--- src/rtl/anffl_tex_block_fetch.sv ---
`default_nettype none
// ============================================================================
// Module   : anffl_tex_block_fetch
// Purpose  : Texel lookup -> 4x4 ETC2 block fetch (2x64-bit beats) with a
//            one-entry block cache, handing the block to the decoder.
// Revision : 1.0  initial release
// ============================================================================
module anffl_tex_block_fetch (
    input  logic         clk,
    input  logic         rst_n,
    input  logic         inValid,
    output logic         inReady,
    input  logic [11:0]  inU,
    input  logic [11:0]  inV,
    input  logic [31:0]  inBase,
    input  logic [9:0]   inWidthBlocks,
    input  logic [4:0]   inFormat,
    input  logic         invalidate,
    output logic         memReqValid,
    input  logic         memReqReady,
    output logic [31:0]  memReqAddr,
    input  logic         memRespValid,
    input  logic [63:0]  memRespData,
    output logic         outValid,
    input  logic         outReady,
    output logic [127:0] outData,
    output logic [4:0]   outFormat,
    output logic [1:0]   xTexel,
    output logic [1:0]   yTexel
);

    typedef enum logic [2:0] {
        S_IDLE  = 3'd0,
        S_REQ   = 3'd1,
        S_BEAT0 = 3'd2,
        S_BEAT1 = 3'd3,
        S_OUT   = 3'd4
    } state_t;

    state_t         r_state;
    state_t         w_nextState;

    logic [19:0]    w_blockIndex;
    logic [31:0]    w_addr;
    logic           w_accept;
    logic           w_hit;
    logic           w_fetching;
    logic           w_unusedBaseBits;

    logic [31:0]    r_addr;
    logic [31:0]    r_tagAddr;
    logic           r_tagValid;
    logic           r_invSeen;
    logic [127:0]   r_data;
    logic [4:0]     r_format;
    logic [1:0]     r_x;
    logic [1:0]     r_y;
    logic           r_inReady;
    logic           r_memReqValid;
    logic           r_outValid;

    assign w_blockIndex     = {10'd0, inV[11:2]} * {10'd0, inWidthBlocks} + {10'd0, inU[11:2]};
    assign w_addr           = {inBase[31:4], 4'b0000} + {8'd0, w_blockIndex, 4'b0000};
    assign w_unusedBaseBits = ^inBase[3:0];
    assign w_accept         = (r_state == S_IDLE) && inValid;
    // A coincident invalidate forces the lookup to miss.
    assign w_hit            = r_tagValid && !invalidate && (r_tagAddr == w_addr);
    assign w_fetching       = (r_state == S_REQ) || (r_state == S_BEAT0) || (r_state == S_BEAT1);

    always_ff @(posedge clk) begin
        if (!rst_n) begin
            r_state <= S_IDLE;
        end else begin
            r_state <= w_nextState;
        end
    end

    always_comb begin
        w_nextState = r_state;
        case (r_state)
            S_IDLE:  if (inValid)      w_nextState = w_hit ? S_OUT : S_REQ;
            S_REQ:   if (memReqReady)  w_nextState = S_BEAT0;
            S_BEAT0: if (memRespValid) w_nextState = S_BEAT1;
            S_BEAT1: if (memRespValid) w_nextState = S_OUT;
            S_OUT:   if (outReady)     w_nextState = S_IDLE;
            default:                   w_nextState = S_IDLE;
        endcase
    end

    // r_data doubles as the cache line and the output block register.
    always_ff @(posedge clk) begin
        if (!rst_n) begin
            r_addr        <= 32'd0;
            r_tagAddr     <= 32'd0;
            r_tagValid    <= 1'b0;
            r_invSeen     <= 1'b0;
            r_data        <= 128'd0;
            r_format      <= 5'd0;
            r_x           <= 2'd0;
            r_y           <= 2'd0;
            r_inReady     <= 1'b1;
            r_memReqValid <= 1'b0;
            r_outValid    <= 1'b0;
        end else begin
            r_inReady     <= (w_nextState == S_IDLE);
            r_memReqValid <= (w_nextState == S_REQ);
            r_outValid    <= (w_nextState == S_OUT);

            if (w_accept) begin
                r_addr    <= w_addr;
                r_format  <= inFormat;
                r_x       <= inU[1:0];
                r_y       <= inV[1:0];
                r_invSeen <= 1'b0;
            end else if (w_fetching && invalidate) begin
                r_invSeen <= 1'b1;
            end

            if ((r_state == S_BEAT0) && memRespValid) begin
                r_data[63:0] <= memRespData;
            end

            if ((r_state == S_BEAT1) && memRespValid) begin
                r_data[127:64] <= memRespData;
                r_tagAddr      <= r_addr;
            end

            if (invalidate) begin
                r_tagValid <= 1'b0;
            end else if ((r_state == S_BEAT1) && memRespValid) begin
                r_tagValid <= !r_invSeen;
            end
        end
    end

    assign inReady     = r_inReady;
    assign memReqValid = r_memReqValid;
    assign memReqAddr  = r_addr;
    assign outValid    = r_outValid;
    assign outData     = r_data;
    assign outFormat   = r_format;
    assign xTexel      = r_x;
    assign yTexel      = r_y;

endmodule

`default_nettype wire
--- config.mk ---
export PLATFORM = sky130hd
export DESIGN_NAME = anffl_tex_block_fetch
export DESIGN_NICKNAME = d
export VERILOG_FILES = /design/src/rtl/anffl_tex_block_fetch.sv
export SDC_FILE = /design/constraint.sdc
export NUM_CORES = 1
export LEC_CHECK = 0
export CORE_MARGIN = 2
export CORE_UTILIZATION = 40
export CTS_CLUSTER_DIAMETER = 40
export DETAILED_ROUTE_END_ITERATION = 16
export HOLD_SLACK_MARGIN = 0.05
export PLACE_DENSITY_LB_ADDON = 0.08
export SKIP_LAST_GASP = 1
export SYNTH_ARGS = -nofsm -noshare
export SYNTH_HDL_FRONTEND = slang
export SYNTH_SLANG_ARGS = --single-unit
--- constraint.sdc ---
create_clock -name clk -period 14.63 [get_ports clk]
set_input_delay 2.1945 -clock clk [delete_from_list [all_inputs] [get_ports clk]]
set_output_delay 2.1945 -clock clk [all_outputs]
set_load 0.02 [all_outputs]
==> run_results.csv <==
group,metric,value,unit
outcome,status,"complete, no violations",
die,io_pins,314,
grt,antenna_found_initial,4,
timing,maxSlewViolCount,0,
drt,wl_per_cell,18.23,um
drt,firstDrtPassIters,5,
pwr,powerDensity,268.4,nW/um^2
placed_design,place_area,16100,um^2
hold_path,hold_path.class,"reg2reg",
synthesis,synth_top_area_share,31.19,%
die,start_util,40.78,%
cts,cts_hold_buf,0,
drt,drt_iter0_drc,685,
timing,final_hold_viol_count,0,
cts,cts_setup_buffers,0,
worst_setup_path,critPathMaxFanout,12,
die,rows,65,
placed_design,gp_congestion,0.8796,
die,core,31640,um^2
cells_and_area,antenna_cells,0,
timing,fin_skew,0.01170,ns
cts,ctsRootBufferMaster,"clkbuf_16",
cells_and_area,area.growth.synth_to_final,34.13,%
pwr,peakVddDrop,0.2978,mV
cts,clk_pin_slew,0.05,ns
cts,clockBufferDepth,3,
drt,drt-total-wl,42210,um
worst_setup_path,slowest_delay,0.78,ns
synthesis,ys_warn_count,0,
die,fp.dieW,183.6,um
synthesis,syn_inst,1642,
drt,vias,12155,
synthesis,synth_ff_type,"dfxtp_1",
cts,clock_latency,0.52,ns
placed_design,post-dp-hpwl,31060,um
drt,drtAntennaViolNets,0,
cells_and_area,final_nets,2181,
cts,cts_resized,0,
grt,grt_pass1_vias,11913,
worst_setup_path,cp.arrival,10.84,ns
timing,fin_tns_setup,0,ns
cells_and_area,nFillCells,3042,
die,dieHeight,183.6,um
synthesis,async_flop_share,0,%
synthesis,syn-mean-instance-area,7.857,um^2
synthesis,yosys-top-cells-area,"dfxtp_1 (31%), nand2_1 (13%), fa_1 (11%)",
cells_and_area,fin_area,17300,um^2
synthesis,synth_most_common_cell,"nand2_1",
worst_setup_path,cp-end-kind,"flop",
cts,cts_tree,"built",
timing,layout_min_cycle_time,10.47,ns
grt,grt_start_max_net_pins,100,
placed_design,numPortBuffers,305,
worst_setup_path,crit_type,"in2reg",
drt,drcViolationCount,0,
job,maxCapViolCount,0,
die,fp.dieArea,33710,um^2
synthesis,yosys_register_bits,201,
grt,track_usage,24.89,%
synthesis,yosysTopAreaCell,"dfxtp_1",
synthesis,synth_cell_types,78,
grt,overflow,0,
worst_setup_path,critPathLaunchType,"input pin",
timing,setup_violations,0,
cts,cts.sinks,201,
pwr,p_leak,6.622,nW
synthesis,syn-cell-area,12900,um^2
synthesis,synth_commonest_cells,"nand2_1 (461), a21oi_1 (230), dfxtp_1 (201), inv_1 (96), clkbuf_1 (84)",
drt,via_per_inst,5.251,
worst_setup_path,crit_top_cell,"fa_1",
timing,finalCritPeriodShare,71.56,%
cts,cts_buffers,35,
timing,fmax,95.51,MHz
timing,worstMarginPinSlew,1.125,ns
timing,rsz0062_at_grt,"no",
synthesis,yosysSeqAreaShare,31.19,%
cts,cts.htree.levels,2,
synthesis,synth_edf_count,0,
worst_setup_path,required,15.00,ns
timing,slew_headroom,24.99,%
cells_and_area,drive_gt1_share,4.861,%
grt,grt_first_pass_wirelength,65920,um
worst_setup_path,cp_slowest_cell,"clkdlybuf4s50_1",
## path summary, 6_finish.rpt
check                 from      endpoint  slack [ns]  depth (start not counted)
max                 inV[6]   memReqValid        4.16                         29
min           outData[110]  outData[110]        0.45                          2
max reg2reg  r_tagAddr[22]   memReqValid       11.64                          9
min reg2reg   outData[110]  outData[110]        0.45                          2
## metrics by stage
step,std cells,utilization [%],total power (W),setup WS (ns),hold WS (ns)
floorplan,1645,-,0.002945,5.410,0.4368
global placement,2253,50.88,0.003786,3.718,0.4406
detailed placement,2253,50.88,0.003768,3.604,0.4456
CTS,2315,54.70,0.004638,4.143,0.4524
global route,2315,54.70,0.004984,3.611,0.4684
finish,2315,54.70,0.004644,4.160,0.4507
## sequential cells by signal (all words and copies together) (netlist names)
name / flops
memReqValid: 1
r_invSeen: 1
xTexel: 2
memReqAddr: 28
inReady: 1
r_tagAddr: 28
yTexel: 2
outData: 128
outValid: 1
outFormat: 5
r_state: 3
r_tagValid: 1
## routing by layer
metal,GRT usage (%),up-vias,share of wire (%)
li1,-,5948,-
met1,30.89,5780,42
met2,40.80,370,47
met3,8.855,55,8.8
met4,7.008,2,2.2
met5,0,-,0.031
## critical path: cells and delay by family
| family | cells | cell delay (ns) |
|---|---|---|
| fa+ha+maj | 7 | 3.07 |
| simple gates | 10 | 2.54 |
| compound gates | 7 | 1.74 |
| buf+inv | 4 | 0.94 |
| xor+xnor | 1 | 0.36 |
## layout make-up
cell class / count / area (um^2) / share of cell area [%]
sequential: 201 / 4024 / 23.25
multi-input combinational: 1242 / 8104 / 46.83
clock buffer: 42 / 932.1 / 5.387
timing repair buffer: 311 / 3098 / 17.90
clock inverter: 20 / 274.0 / 1.584
tap: 402 / 503.0 / 2.907
inverter: 97 / 369.1 / 2.133
## cells by family after synthesis
family / share of synthesized area (%)
buf+inv: 6.246
compound gates: 16.78
simple gates: 22.42
xor+xnor: 4.442
other cells: 0.02907
flops: 31.19
fa+ha+maj: 18.89
## placed cells by master, fill, tap and decap left out, types with 23 or more instances in the layout
cell,count
fa_1,73
xnor2_1,31
clkbuf_16,35
inv_1,96
and2_1,34
xor2_1,24
o21ai_0,23
nor3_1,23
a21oi_1,230
nor2_1,54
clkdlybuf4s50_1,305
ha_1,78
dfxtp_1,201
nand2_1,460
## report_power, final
part	total, W	switching (W)	internal (W)
clock	0.000843	0.000295	0.000549
sequential	0.000600	0.0000201	0.000580
combinational	0.00320	0.00201	0.00119
(Power assumes the default switching activity.)
==> RTL change 1: new RTL, same flow settings <==
The 5 states of `state_t` get a one-hot encoding in 5 bits.
--- a/src/rtl/anffl_tex_block_fetch.sv
+++ b/src/rtl/anffl_tex_block_fetch.sv
@@ -29,12 +29,12 @@
     output logic [1:0]   yTexel
 );
 
-    typedef enum logic [2:0] {
-        S_IDLE  = 3'd0,
-        S_REQ   = 3'd1,
-        S_BEAT0 = 3'd2,
-        S_BEAT1 = 3'd3,
-        S_OUT   = 3'd4
+    typedef enum logic [4:0] {
+        S_IDLE  = 5'b00001,
+        S_REQ   = 5'b00010,
+        S_BEAT0 = 5'b00100,
+        S_BEAT1 = 5'b01000,
+        S_OUT   = 5'b10000
     } state_t;
 
     state_t         r_state;
Check against the original RTL: same outputs for any inputs over 4 cycles, from zero or initial values and one cycle with rst_n low; so few cycles prove little.
==> RTL change 1 against the unedited design <==
Hold slack about the same. Total power down 1.5%. Sequential share of layout area down 0.16 points. Via count down 1.5%. Sequential cell count up 2. Cell area up 1.7%. Wire length down 6.1%. Final cell count up 1.7%. Maximum frequency up 2.1%. Worst setup slack better by 0.21 ns. Core utilization down 0.48 points. Area after synthesis up 1.8%.
==> RTL change 1: results (changes against the unedited design) <==
| Metric | Value |
|---|---|
| Non-clock buffers, area share | `0.1762 (-0.002824)` |
| Estimated wirelength of the detail-placed design | `29060 um (-6.4%)` |
| Gpl congestion | `0.8493 (-3.4%)` |
| Largest voltage drop on the vdd net | `352.7 uV (+18%)` |
| Routing usage on met1 | `0.2864 (-0.02245)` |
| Total track usage | `0.2253 (-0.02357)` |
| Leakage power of the design | `0.006725 uW (+1.6%)` |
| Commonest cells in the netlist | `448 x sky130_fd_sc_hd__nand2_1, 203 x sky130_fd_sc_hd__dfxtp_1, 154 x sky130_fd_sc_hd__a21oi_1, 98 x sky130_fd_sc_hd__inv_1, 91 x sky130_fd_sc_hd__clkbuf_1` |
| Routed metal-1 wirelength | `17090 um (-3.1%)` |
| Number of filler cells placed in the layout | `3151 (+3.6%)` |
| Met3 wirelength from detailed routing | `2440 um (-34%)` |
| Actual transition at the worst max-transition pin | `0.9674 ns (-0.1578 ns)` |
| Share of post-route cells with drive strength above 1 | `0.04450 (-0.004112)` |
| Hold Path Origin | `outData[91]` |
| Met3 usage in global routing | `0.04365 (-0.04490)` |
| Violation count after the first detailed-route iteration | `689 (+0.58%)` |
| Post-synthesis sequential area ratio | `0.3096 (-0.002331)` |
| Post-Route Skew | `0.03331 ns (+0.02162 ns)` |
| Final-stage net count | `2177 (-0.18%)` |
| Non-Clock Inverter Count | `100 (+3.1%)` |
| Number of global-route vias before repair | `11202 (-6.0%)` |
| Final-layout clock-cell area share | `0.06862 (-0.001084)` |
| Routed WL per cell | `16.83 um (-7.7%)` |
| Main area contributors after synthesis | `sky130_fd_sc_hd__dfxtp_1 31%, sky130_fd_sc_hd__nand2_1 13%, sky130_fd_sc_hd__fa_1 11%` |
| Count of plain and timing-repair buffers in the layout | `312 (+0.32%)` |
| Largest stage delay, worst path | `0.76 ns (-0.02 ns)` |
| Number of vias per cell after detailed routing | `5.085 (-3.1%)` |
| Net Sw Frac | `0.4751 (-0.02523)` |
| Number of synthesized register bits | `203 (+1.0%)` |
| Fraction of area in multi-input gates | `0.4711 (+0.002766)` |
| Routing usage on met2 | `0.3918 (-0.01624)` |
| Layout clock buffer count | `40 (-4.8%)` |
| Critical path fanouts, max | `10 (-2)` |
| Worst r2r src | `r_tagAddr[15]` |
| Number of clock buffers inserted by TritonCTS | `34 (-2.9%)` |
| Overall power | `4575 uW (-1.5%)` |
| Distinct cells, synth | `75 (-3.8%)` |
| Multi-input gates | `1233 (-0.72%)` |
| Result of the run | `finished clean` |
| Share of cell area taken by flip-flops and latches | `0.2310 (-0.001577)` |
| Arrival time at the worst endpoint | `10.66 ns (-0.18 ns)` |
RTL change 1: cell count changes in the layout (fill, tap and decap cells not counted), moves of 7 or more:
cell                       unedited run  this run
sky130_fd_sc_hd__a21boi_0             2        69
sky130_fd_sc_hd__a21oi_1            230       154
sky130_fd_sc_hd__a32oi_1              7         0
sky130_fd_sc_hd__mux2i_1              0         9
sky130_fd_sc_hd__nand2_1            460       448
sky130_fd_sc_hd__nor2b_1              3        17
sky130_fd_sc_hd__nor3_1              23        12
sky130_fd_sc_hd__nor3b_1              0        10
sky130_fd_sc_hd__o21a_1              10         3
sky130_fd_sc_hd__xnor2_1             31        43
sky130_fd_sc_hd__xor2_1              24        17
RTL change 1: metrics by stage:
stage,instance area (um2),instances,setup WS [ns]
after floorplan,13140,1643,5.214
after global placement,16380,2290,3.959
after detailed placement,16380,2290,3.834
after CTS,17590,2352,4.332
after global routing,17600,2354,3.910
final,17600,2354,4.371
RTL change 1: path summary, 6_finish.rpt:
kind,end,slack (ns),cells past startpoint
max,r_state[1],4.37,29
max reg2reg,r_state[1],11.24,9
min,outData[91],0.45,2
min reg2reg,outData[91],0.45,2
RTL change 1: logic make-up after synthesis:
family                   count (synthesis)  synth area share
AND/OR/NAND/NOR                        661            0.2226
AO/OA/AOI/OAI                          344            0.1680
buffers and inverters                  207           0.06176
flip-flops                             203            0.3096
adder cells (fa/ha/maj)                151            0.1857
XOR/XNOR                                62           0.04346
multiplexers                            11          0.008578
other                                    1         0.0002857
RTL change 1: worst max-delay path: cells and delay by family:
kind                       cells  cell delay (ns)
AOI/OAI and AO/OA             10             2.23
adders and majority gates      7             2.83
and+or+nand+nor                6             2.15
buffers and inverters          4             0.90
xor gates and xnor gates       2             0.34
==> RTL change 2: new RTL, same settings <==
Made on the original files. Make the reset (`rst_n`) asynchronous in 2 clocked blocks.
--- a/src/rtl/anffl_tex_block_fetch.sv
+++ b/src/rtl/anffl_tex_block_fetch.sv
@@ -67,7 +67,7 @@
     assign w_hit            = r_tagValid && !invalidate && (r_tagAddr == w_addr);
     assign w_fetching       = (r_state == S_REQ) || (r_state == S_BEAT0) || (r_state == S_BEAT1);
 
-    always_ff @(posedge clk) begin
+    always_ff @(posedge clk or negedge rst_n) begin
         if (!rst_n) begin
             r_state <= S_IDLE;
         end else begin
@@ -88,7 +88,7 @@
     end
 
     // r_data doubles as the cache line and the output block register.
-    always_ff @(posedge clk) begin
+    always_ff @(posedge clk or negedge rst_n) begin
         if (!rst_n) begin
             r_addr        <= 32'd0;
             r_tagAddr     <= 32'd0;
Function: differs if rst_n is asserted again (counterexample within 4 cycles, from zero or initial values and one cycle with rst_n low); with rst_n held inactive, the same outputs for 10 cycles.
==> RTL change 2 against the unedited design <==
Sequential cell count did not move. Cell area rose by 1.3%. Wire length fell by 16%. Maximum frequency rose by 1.0%. Worst setup slack improved by 0.10 ns. Clock skew rose by 0.011 ns. Via count fell by 16%. Sequential share of layout area rose by 5.4 points. Area after synthesis rose by 0.66%. Final cell count fell by 8.9%. Critical path type unchanged. Largest cell class unchanged.
Power is not shown: default switching activity piles up to over one toggle a cycle in this logic, so the estimate is an artifact.
==> RTL change 2: results (changes against the unedited design) <==
| Metric | Value |
|---|---|
| Violation count after the first detailed-route iteration | `550 (-20%)` |
| Final-stage net count | `1939 (-11%)` |
| Post-synthesis sequential area ratio | `0.3874 (+0.07552)` |
| Result of the run | `finished clean` |
| Placed instance count | `2048 (-9.1%)` |
| Worst slew margin | `0.2484 (-0.001445)` |
| Worst r2r src | `r_tagAddr[10]` |
| Estimated wirelength of the detail-placed design | `26440 um (-15%)` |
| Overall routed net length | `35510 um (-16%)` |
| Met3 usage in global routing | `0.04288 (-0.04567)` |
| Number of clock buffers inserted by TritonCTS | `31 (-11%)` |
| Largest stage delay, worst path | `0.74 ns (-0.04 ns)` |
| Routing usage on met2 | `0.3467 (-0.06128)` |
| Number of filler cells placed in the layout | `2847 (-6.4%)` |
| Reg-to-reg setup timing slack | `11.44 ns (-0.20 ns)` |
| Post-synthesis share of cell area spent on xor and xnor gates | `0.05184 (+0.007417)` |
| Main area contributors after synthesis | `sky130_fd_sc_hd__dfrtp_1 39%, sky130_fd_sc_hd__nand2_1 12%, sky130_fd_sc_hd__fa_1 11%` |
| H-Tree Depth | `1 (-1)` |
| Vias after detailed routing | `10264 (-16%)` |
| Max layer used | `met4` |
| Post-Route Skew | `0.02279 ns (+0.01110 ns)` |
| R2R Path End | `memReqValid` |
| Share of post-route cells with drive strength above 1 | `0.09042 (+0.04180)` |
| Fraction of the mapped netlist area in compound gates | `0.08170 (-0.08608)` |
| Final non-filler cell total | `2108 (-8.9%)` |
| Routing usage on met1 | `0.2809 (-0.02792)` |
[RTL change 2: worst max path at each step]
| stage | start | slack [ns] | depth (start not counted) | to |
|---|---|---|---|---|
| floorplan | inV[7] | 5.44 | 29 | memReqValid |
| global placement | inV[7] | 3.89 | 28 | memReqValid |
| detailed placement | inV[7] | 3.77 | 28 | memReqValid |
| CTS | inV[7] | 4.33 | 28 | memReqValid |
| global route | inV[7] | 3.70 | 28 | memReqValid |
| finish | inV[7] | 4.26 | 28 | memReqValid |
[RTL change 2: final cells by class]
type / count / area share
Antenna cell: 3 / 0.0004281
Clock buffer: 35 / 0.04737
Clock inverter: 22 / 0.01805
Inverter: 92 / 0.01969
Multi-Input combinational cell: 1009 / 0.4197
Sequential cell: 201 / 0.2869
Tap cell: 435 / 0.03104
Timing Repair Buffer: 311 / 0.1769
